$ cat src/rtl/uart_tx_buffered.sv
// Buffered UART transmitter: a small byte FIFO feeding a 16x-oversampled
// serial framer (start bit, DBIT data bits LSB first, stop bit, no parity).
//
// Ports
//   clk             system clock, rising edge
//   rst             asynchronous active-high reset
//   i_tick          16x baud tick, one clk wide
//   i_wr            write strobe, accepted when o_full is low
//   i_data          byte to enqueue
//   o_tx            serial line, idle high (registered)
//   o_full          FIFO holds FIFO_DEPTH bytes (registered)
//   o_busy          framer is not idle (registered)
//   o_tx_done_tick  one-clk pulse at the end of each stop bit (registered)
module uart_tx_buffered #(
  parameter int unsigned DBIT       = 8,
  parameter int unsigned SB_TICK    = 16,
  parameter int unsigned FIFO_DEPTH = 4
) (
  input  logic            clk,
  input  logic            rst,
  input  logic            i_tick,
  input  logic            i_wr,
  input  logic [DBIT-1:0] i_data,
  output logic            o_tx,
  output logic            o_full,
  output logic            o_busy,
  output logic            o_tx_done_tick
);

  localparam int unsigned PTR_W  = (FIFO_DEPTH > 1) ? $clog2(FIFO_DEPTH) : 1;
  localparam int unsigned CNT_W  = PTR_W + 1;
  localparam int unsigned TICK_W = $clog2((SB_TICK > 16) ? SB_TICK : 16);
  localparam int unsigned BIT_W  = (DBIT > 1) ? $clog2(DBIT) : 1;

  typedef enum logic [1:0] {
    ST_IDLE  = 2'd0,
    ST_START = 2'd1,
    ST_DATA  = 2'd2,
    ST_STOP  = 2'd3
  } state_e;

  // FIFO storage and bookkeeping
  logic [DBIT-1:0]  mem_q [FIFO_DEPTH];
  logic [PTR_W-1:0] wr_ptr_q, rd_ptr_q;
  logic [CNT_W-1:0] count_q, count_d;
  logic             full_q, full_d;
  logic             wr_en, pop;

  // Framer state
  state_e            state_q, state_d;
  logic [TICK_W-1:0] tick_q, tick_d;
  logic [BIT_W-1:0]  bit_q, bit_d;
  logic [DBIT-1:0]   shift_q, shift_d;

  // Registered outputs
  logic tx_q, tx_d;
  logic busy_q, busy_d;
  logic done_q, done_d;

  // A write while full is dropped even if the framer pops in the same cycle.
  assign wr_en = i_wr & ~full_q;
  assign pop   = (state_q == ST_IDLE) && (count_q != '0);

  always_comb begin
    count_d = count_q;
    case ({wr_en, pop})
      2'b10:   count_d = count_q + CNT_W'(1);
      2'b01:   count_d = count_q - CNT_W'(1);
      default: count_d = count_q;
    endcase
    full_d = (count_d == CNT_W'(FIFO_DEPTH));
  end

  // Storage array carries no reset; validity is tracked by count_q.
  always_ff @(posedge clk) begin
    if (wr_en) begin
      mem_q[wr_ptr_q] <= i_data;
    end
  end

  always_ff @(posedge clk or posedge rst) begin
    if (rst) begin
      wr_ptr_q <= '0;
      rd_ptr_q <= '0;
      count_q  <= '0;
      full_q   <= 1'b0;
    end else begin
      if (wr_en) wr_ptr_q <= wr_ptr_q + PTR_W'(1);
      if (pop)   rd_ptr_q <= rd_ptr_q + PTR_W'(1);
      count_q <= count_d;
      full_q  <= full_d;
    end
  end

  // State and datapath register
  always_ff @(posedge clk or posedge rst) begin
    if (rst) begin
      state_q <= ST_IDLE;
      tick_q  <= '0;
      bit_q   <= '0;
      shift_q <= '0;
      tx_q    <= 1'b1;
      busy_q  <= 1'b0;
      done_q  <= 1'b0;
    end else begin
      state_q <= state_d;
      tick_q  <= tick_d;
      bit_q   <= bit_d;
      shift_q <= shift_d;
      tx_q    <= tx_d;
      busy_q  <= busy_d;
      done_q  <= done_d;
    end
  end

  // Next-state and datapath update; cycles without i_tick hold everything.
  always_comb begin
    state_d = state_q;
    tick_d  = tick_q;
    bit_d   = bit_q;
    shift_d = shift_q;
    case (state_q)
      ST_IDLE: begin
        if (pop) begin
          shift_d = mem_q[rd_ptr_q];
          tick_d  = '0;
          state_d = ST_START;
        end
      end
      ST_START: begin
        if (i_tick) begin
          if (tick_q == TICK_W'(15)) begin
            tick_d  = '0;
            bit_d   = '0;
            state_d = ST_DATA;
          end else begin
            tick_d = tick_q + TICK_W'(1);
          end
        end
      end
      ST_DATA: begin
        if (i_tick) begin
          if (tick_q == TICK_W'(15)) begin
            tick_d  = '0;
            shift_d = shift_q >> 1;
            if (bit_q == BIT_W'(DBIT - 1)) begin
              state_d = ST_STOP;
            end else begin
              bit_d = bit_q + BIT_W'(1);
            end
          end else begin
            tick_d = tick_q + TICK_W'(1);
          end
        end
      end
      ST_STOP: begin
        if (i_tick) begin
          if (tick_q == TICK_W'(SB_TICK - 1)) begin
            tick_d  = '0;
            state_d = ST_IDLE;
          end else begin
            tick_d = tick_q + TICK_W'(1);
          end
        end
      end
      default: state_d = ST_IDLE;
    endcase
  end

  // Outputs are decoded from the next state so the registered line lines up
  // with the state it belongs to; IDLE drives high, so the gap between
  // back-to-back frames never dips low.
  always_comb begin
    tx_d   = 1'b1;
    busy_d = (state_d != ST_IDLE);
    done_d = (state_q == ST_STOP) && i_tick && (tick_q == TICK_W'(SB_TICK - 1));
    case (state_d)
      ST_START: tx_d = 1'b0;
      ST_DATA:  tx_d = shift_d[0];
      default:  tx_d = 1'b1;
    endcase
  end

  assign o_tx           = tx_q;
  assign o_full         = full_q;
  assign o_busy         = busy_q;
  assign o_tx_done_tick = done_q;

endmodule

$ cat config.mk
export PLATFORM = sky130hd
export DESIGN_NAME = uart_tx_buffered
export DESIGN_NICKNAME = d
export VERILOG_FILES = /design/src/rtl/uart_tx_buffered.sv
export SDC_FILE = /design/constraint.sdc
export NUM_CORES = 1
export LEC_CHECK = 0
export CORE_MARGIN = 5
export CORE_UTILIZATION = 52
export DETAILED_ROUTE_END_ITERATION = 7
export PLACE_DENSITY = 0.82
export SYNTH_ARGS = -nofsm -noshare
export SYNTH_HDL_FRONTEND = slang
export SYNTH_SLANG_ARGS = --single-unit
$ cat constraint.sdc
create_clock -name clk -period 2.3 [get_ports clk]
set_input_delay 0.46 -clock clk [delete_from_list [all_inputs] [get_ports clk]]
set_output_delay 0.46 -clock clk [all_outputs]
set_load 0.03 [all_outputs]
[After elaboration in Yosys (flattened, before gate mapping)]
Memory sizes are Yosys's and may differ from the RTL's.
Index checks and enable logic that the tools add are counted.
Widths: inputs -> output; s select.
Word-level totals
  input bits: 12
  RAM bits: 32
  word-level logic and storage cells: 77
  memories kept: 1
  bits in registers: 28
  output and inout bits: 4
Memories
  mem_q: depth 4, bits a word 8, read ports 1, clocked after Yosys merged registers in 0, write ports 1, RTL line 43  | logic [DBIT-1:0] mem_q [FIFO_DEPTH];
Operators by class
  reduce and logical (&&, ||, !) cells: 12
  eq/ne operators: 17
  bitwise gates (word level): 2
  add/subtract/negate cells: 6
  multiplexer cells: 27
Operator list (number)
  $mux 8: 3
  $mux 2: 8
  $pmux 8 s2: 1
  $mux 3: 5
  $mux 4: 3
  $ne 2x2->1 const B: 6
  $pmux 3 s2: 2
  $eq 2x2->1 const B: 4
  $pmux 2 s4: 1
  $pmux 4 s2: 1
  $add 3x1->3 const B: 2
  $eq 2x1->1 const B: 3
  $eq 3x3->1 const B: 2
  $reduce_and 6->1: 1
  $reduce_bool 2->1: 3
  $add 2x1->2 const B: 2
  $add 4x1->4 const B: 1
  $eq 4x4->1 const B: 1
  $reduce_and 4->1: 1
  $logic_and 1x1->1: 3
  $reduce_bool 3->1: 1
  $reduce_or 3->1: 1
  $sub 3x1->3 const B: 1
  $logic_not 2->1: 1
  other kinds (6): 7

[Logic depth before layout (Yosys ltp)]
  depth after elaboration: 7
  mapped depth: 12
  mapped depth without buffers: 10

[Worst setup path after synthesis]
Ideal clock, no wire load.
  kind: reg-to-reg
  start point: register state_q[1]
  end point: register full_q, in the netlist o_full
  data arrival time: 2346 ps
  path slack: -134 ps
  stages on the path, launching flop included: 13
  path buffers: 2
  required time: 2212 ps
  path through: dfrtp_1 -> or2_1 -> or2_1 -> buf_4 -> inv_2 -> buf_4 -> ha_1 -> inv_1 -> fa_1 -> xor2_1 -> nor2_1 -> xor2_1 -> nor3b_1
Between the ends
  word-level cells in the longest chain between the ends: 5
  elaborated cells on any way between the ends: 6
  those cells by class: eq/ne (3); mux (1); reduce/logical (2)
Ends and longest elaborated chain
  start: declaration: RTL line 50  | state_e state_q, state_d;
  start signal: assignment: RTL line 106  | state_q <= state_d;
  $logic_not 2->1 (*): RTL line 62  | assign pop = (state_q == ST_IDLE) && (count_q != '0);
  $logic_and 1x1->1 (*): RTL line 62
  $eq 2x1->1 or $eq 2x2->1 (tied branches): RTL line 66  | case ({wr_en, pop})
  $pmux 3 s2 (*): RTL line 66
  net count_d[2]: RTL line 45  | logic [CNT_W-1:0] count_q, count_d;
  $eq 3x3->1 (*): RTL line 71  | full_d = (count_d == CNT_W'(FIFO_DEPTH));
  net full_d: RTL line 46  | logic full_q, full_d;
  end signal: assignment: RTL line 91  | full_q <= full_d;
  end: declaration: RTL line 46
Mark *: on every way through the listed nets, which the timed path passes. The rest lies on a longest branch.
A chain may end at the register's enable or synchronous reset.

[Worst setup path after layout]
Ends and elaborated chain as after synthesis.

==> impl_metrics.yaml <==
sta:
  finalClockSkew_ns: 0.00604
  fmax_mhz: 461
  worstMarginPinSlew_ns: 0.548
  hold_ws_ns: 0.487
  tns_ns: 0
  slew_viol_final: 0
  rsz0062_at_grt: "false"
  period_minus_slack_ns: 2.17
  fin_crit_sh_pct: 94.4
  finalSetupViolations: 0
  hold_viol_final: 0
  slew_headroom_pct: 63.4
clock_network:
  cts_max_path_buffers: 2
  clock_latency_ns: 0.33
  cts_inserted_buffers: 9
  htreeDepth: 3
  clk_pin_slew_worst_paths_ns: 0.07
  cts_tree: "built"
  clkSinkCount: 60
  cts_root_buf: "clkbuf_8"
  ctsHoldBuffers: 0
min_path:
  min_to: "shift_q[1]"
  hp-class: "flip-flop to flip-flop"
  hold_path_depth: 1
  min-delay-start: "shift_q[1]"
routing:
  vias: 1501
  wl_per_cell_um: 17.3
  first_pass_iters: 4
  viasPerCell: 5.52
  ant_nets: 0
  drt_first_iter_violations: 40
  drcViolationCount: 0
  wl_um: 4700
final_layout:
  drive_gt1_share_pct: 22.9
  multi_input_area_um2: 876
  syn2layout_area_growth_pct: 20.5
  finalNetCount: 221
  diodes: 0
  regArea_mm2: 0.00166
  fill_cells: 320
grt:
  grt-ovfl-total: 0
  grt_pass1_vias: 1652
  grt_pass1_wl_um: 7820
  grt_usage_pct: 16.7
  antenna_found_initial: 0
  grt_start_max_net_pins: 29
critical_path:
  worst_ep_arrival_time_ns: 2.43
  critPathMaxFanout: 2
  critPathLaunch: "state_q[1]"
  worstReg2RegStart: "state_q[1]"
  required_ns: 2.56
  worst-setup-path-type: "flip-flop to flip-flop"
  ff2ff_setup_slack_ns: 0.13
  crit_path_end_kind: "flip-flop"
  reg2reg_depth: 10
  startpoint_type: "flip-flop"
  timing.rr.end: "o_full"
placed_design:
  portBuffers: 15
  gp_congestion: 0.843
  dp_hpwl_um: 3380
yosys:
  synth_area_per_cell_um2: 15.1
  yosysUniqueCellTypes: 41
  synth.most_common_cell: "edfxtp_1"
  synth_edf_count: 32
  synth_warnings: 0
  netlist_area_mm2: 0.00260
  syn_inst: 172
  synth_top_flop_cell: "edfxtp_1"
  synthArstFlopShare_pct: 46.7
  synth-seq-area-share_pct: 63.8
  synth_top_area_cell: "edfxtp_1"
  synth.top_cell.area_share_pct: 36.9
  synthesis.nets: 193
  synth_common_cells: "edfxtp_1 (32), dfrtp_1 (27), inv_1 (10)"
  synth_area_leaders: "edfxtp_1 (37%), dfrtp_1 (26%), mux4_2 (6.9%), ha_1 (3.8%), a22o_1 (2.7%)"
  ys_ff_latch: 60
floorplan:
  fp.coreArea_mm2: 0.00479
  dieArea_mm2: 0.00653
  die_w_um: 80.8
  num_rows: 25
  num_io_pins: 16
  die-height_um: 80.8
  start_util_pct: 54.4
power:
  power.leakage_nw: 1.28
  power_density_mw_per_mm2: 1340
  p_total_mw: 4.20
  vdd.ir_drop.worst_v: 0.000734
run:
  cap_violations: 0
run_status:
  status: "finished clean"
[routing by layer]
| layer | track usage, % | share of wire, % |
|---|---|---|
| met4 | 9.63 | 3.2 |
| met3 | 4.55 | 3.9 |
| met2 | 29.6 | 53 |
| met5 | 0 | 0 |
| met1 | 18.0 | 40 |
[flip-flops by register name (all words and copies together) (netlist names)]
register / count
o_full: 1
tick_q: 4
count_q: 3
wr_ptr_q: 2
state_q: 2
bit_q: 3
rd_ptr_q: 2
mem_q: 32
shift_q: 8
o_tx_done_tick: 1
o_tx: 1
o_busy: 1
[cells in the final DEF (no fill, tap or decap), types with 2 or more instances in the layout]
cell type,synthesis,routed
xnor2_1,5,5
mux2i_1,5,5
mux4_2,8,8
ha_1,8,7
nor2_1,3,3
dfrtp_1,27,27
nand3_1,5,5
a21o_1,6,6
a22o_1,8,8
o21ai_0,7,7
nand3b_1,4,4
a32o_1,2,2
inv_1,10,9
clkbuf_8,0,9
and2_1,4,4
buf_4,3,10
or2_4,1,3
a21oi_1,2,2
clkinv_4,0,2
edfxtp_1,32,32
clkdlybuf4s50_1,0,15
nor3_1,2,2
bufinv_16,0,3
xor2_1,2,2
nand2_1,5,5
[kinds of logic (layout without fill, tap and decap cells)]
group           Yosys count  count (layout)  share of synthesized area [%]
xor+xnor                  7               7                           2.35
compound gates           26              26                           7.59
mux                      15              15                           9.85
fa+ha+maj                 9               9                           4.61
simple gates             36              36                           8.26
buf+inv                  19              52                           3.51
flops                    60              60                           63.8
[stage by stage]
step | utilization (%) | setup WS (ns) | std cells | cell area (um2)
CTS | 65.3 | 0.0199 | 271 | 3120
floorplan | - | 0.00891 | 172 | 2630
global route | 65.6 | 0.00468 | 272 | 3140
detailed placement | 60.1 | -0.126 | 255 | 2880
global placement | 60.1 | 0.0669 | 255 | 2880
finish | 65.6 | 0.129 | 272 | 3140
[where the power goes]
part	switching (mW)	internal (mW)	total (mW)
combinational	0.632	0.675	1.31
sequential	0.255	1.48	1.74
clock	0.429	0.726	1.16
[critical path, stage by stage, from the launching register on]
cell and delay, ns:
dfrtp_1 0.38, or2_4 0.26, or2_4 0.25, inv_4 0.07
ha_4 0.14, inv_2 0.04, fa_2 0.33, xor2_1 0.15
nor2_1 0.12, xor2_1 0.19, nor3b_2 0.18
[repair_timing]
item | 4_1_cts | 5_1_grt
buffers inserted | 0 | 1
setup endpoints to repair | 0 | 1
resized for setup | 0 | 4
[worst max path at each step]
stage | cells past startpoint | slack, ns | endpoint
detailed placement | 10 | -0.13 | o_full
CTS | 10 | 0.02 | o_full
floorplan | 12 | 0.009 | o_full
global placement | 10 | 0.07 | o_full
global route | 10 | 0.005 | o_full
finish | 10 | 0.13 | o_full
[layout make-up]
class | instances | share of cell area (%)
Inverter | 11 | 1.39
Tap cell | 67 | 2.67
Timing Repair Buffer | 25 | 7.17
Multi-Input combinational cell | 93 | 27.9
Clock buffer | 9 | 3.95
Clock inverter | 7 | 3.95
Sequential cell | 60 | 53.0
Note: power is estimated with default switching activity, not from simulation.
==> patch: new RTL, config.mk and constraints unchanged <==
`FIFO_DEPTH`: 4 -> 8.
--- a/src/rtl/uart_tx_buffered.sv
+++ b/src/rtl/uart_tx_buffered.sv
@@ -14,7 +14,7 @@
 module uart_tx_buffered #(
   parameter int unsigned DBIT       = 8,
   parameter int unsigned SB_TICK    = 16,
-  parameter int unsigned FIFO_DEPTH = 4
+  parameter int unsigned FIFO_DEPTH = 8
 ) (
   input  logic            clk,
   input  logic            rst,
Formal check against the unedited RTL: not equivalent (a bounded check fails within 10 cycles, from zero or initial values and one cycle with rst high).
==> patch against the unedited design <==
  * The run now ends with setup timing left
  * Global-route usage fell by 1.7 points
  * Final area up 48%
  * Hold slack worse by 11 ps
  * Maximum frequency down 7.8%
  * Sequential cell count grew 35
  * Setup slack lost 180 ps
  * Area after synthesis up 55%
  * Combinational power grew 18%
  * Wire length up 42%
  * Critical endpoint unchanged
  * Sequential share of layout area up 5.3 points
  * Total power grew 21%
==> patch: results (changes against the unedited design) <==
Outcome
  • Failing checks: setup timing
  • Outcome: finished, violations left

Placement
  • GP Congestion: 0.723 (-14%)
  • Inst Count DP: 371 (+45%)

Timing
  • Setup-failing EPs final: 1 (+1)
  • Relative slew slack: 0.627 (-0.00764)
  • Setup Skew: 12.2 ps (+6.14 ps)
  • Setup ws final: -54.9 ps (-184 ps)

Setup path
  • CP arrival: 2610 ps (+180 ps)
  • Critical path startpoint: count_q[1]
  • CP max stage delay: 430 ps (+50 ps)
  • Critical path peak fanout: 5 (+3)
  • CP max-delay cell: dfrtp_2
  • FF-to-FF Start: count_q[1]

Synth
  • Top post-synthesis cells by count: edfxtp_1 (64), dfrtp_1 (30), nor2_1 (16)
  • Post-synth EDFFs: 64 (+100%)
  • Post-synth cell types: 45 (+9.8%)
  • Synthesized netlist cell count: 241 (+40%)
  • Sequential element share of the synthesized area: 0.671 (+0.0322)

Final layout
  • Final std cells w/o fill: 388 (+43%)
  • Share of cells above drive strength 1: 0.220 (-0.00899)
  • Fin nets: 301 (+36%)

Clock network
  • CTS clk-pin slew, worst paths: 90 ps (+20 ps)

Global route
  • First-pass GRT wire length: 11200 um (+43%)

Route
  • WL final: 6680 um (+42%)
  • Vias: 2157 (+44%)
  • Detailed Route Iter0 Violations: 113 (+180%)

Power and ir drop
  • Leakage: 1.71 nW (+34%)

Hold path
  • Worst hold path type: primary input to async pin
patch: logic make-up after synthesis:
logic type / after synthesis / share of synthesized area
AND/OR/NAND/NOR: 53 / 0.0703
adder cells (fa/ha/maj): 8 / 0.0249
AO/OA/AOI/OAI: 33 / 0.0647
buffers and inverters: 14 / 0.0211
multiplexers: 28 / 0.127
XOR/XNOR: 10 / 0.0218
flip-flops: 95 / 0.671
patch: metrics by stage:
step | TNS, ps | setup WS, ps | util | instance area [um^2] | hold slack [ps]
after floorplan | -31.1 | -31.1 | - | 4050 | 457
after global placement | -219 | -219 | 0.579 | 4430 | 474
after detailed placement | -425 | -392 | 0.579 | 4430 | 479
after CTS | -101 | -101 | 0.603 | 4610 | 478
after global routing | -168 | -168 | 0.606 | 4640 | 510
final | -54.9 | -54.9 | 0.606 | 4640 | 476
patch: where the power goes:
| part | switching (W) | internal (W) | leakage [nW] |
|---|---|---|---|
| combinational | 0.000748 | 0.000804 | 0.657 |
| sequential | 0.000273 | 0.00224 | 0.960 |
| clock | 0.000612 | 0.000418 | 0.0974 |
| total | 0.00163 | 0.00346 | 1.71 |
patch: worst min path at each step:
stage | slack [ps] | startpoint | depth (start not counted) | to
after floorplan | 460 | shift_q[7] | 1 | shift_q[7]
after global placement | 470 | shift_q[7] | 1 | shift_q[7]
after detailed placement | 480 | shift_q[7] | 1 | shift_q[7]
after CTS | 480 | rst | 3 | o_busy
after global routing | 510 | rst | 3 | o_busy
final | 480 | rst | 3 | tick_q[2]
patch: cell type report:
cell class                 count  area, um^2
fill                         563        3010
sequential                    95        2700
multi-input combinational    132        1280
timing repair buffer          38         323
tap                          102         128
clock buffer                   9         124
clock inverter                 7        60.1
inverter                       5        23.8
patch: per-layer routing:
metal / GRT usage / vias to the layer above / part of all wire
li1: - / 1029 / -
met1: 0.193 / 1083 / 0.44
met2: 0.247 / 39 / 0.51
met3: 0.0550 / 6 / 0.042
met4: 0.0309 / 0 / 0.0094
met5: 0 / - / 0
patch: what timing repair did:
action | in CTS | in global routing
setup endpoints to repair | 1 | 1
resized for setup | 1 | 3
cloned | 0 | 0
buffers inserted | 0 | 1
pin swaps | 0 | 2
endpoints found under the hold margin | 0 | 0
patch: critical path: cells and delay by family, from the launching register on:
| family | cells | cell delay, ps |
|---|---|---|
| AOI/OAI and AO/OA | 2 | 400 |
| xor gates and xnor gates | 2 | 250 |
| adders and majority gates | 2 | 320 |
| buffers and inverters | 1 | 50 |
| DFF | 1 | 430 |
| muxes | 1 | 300 |
| and+or+nand+nor | 2 | 490 |
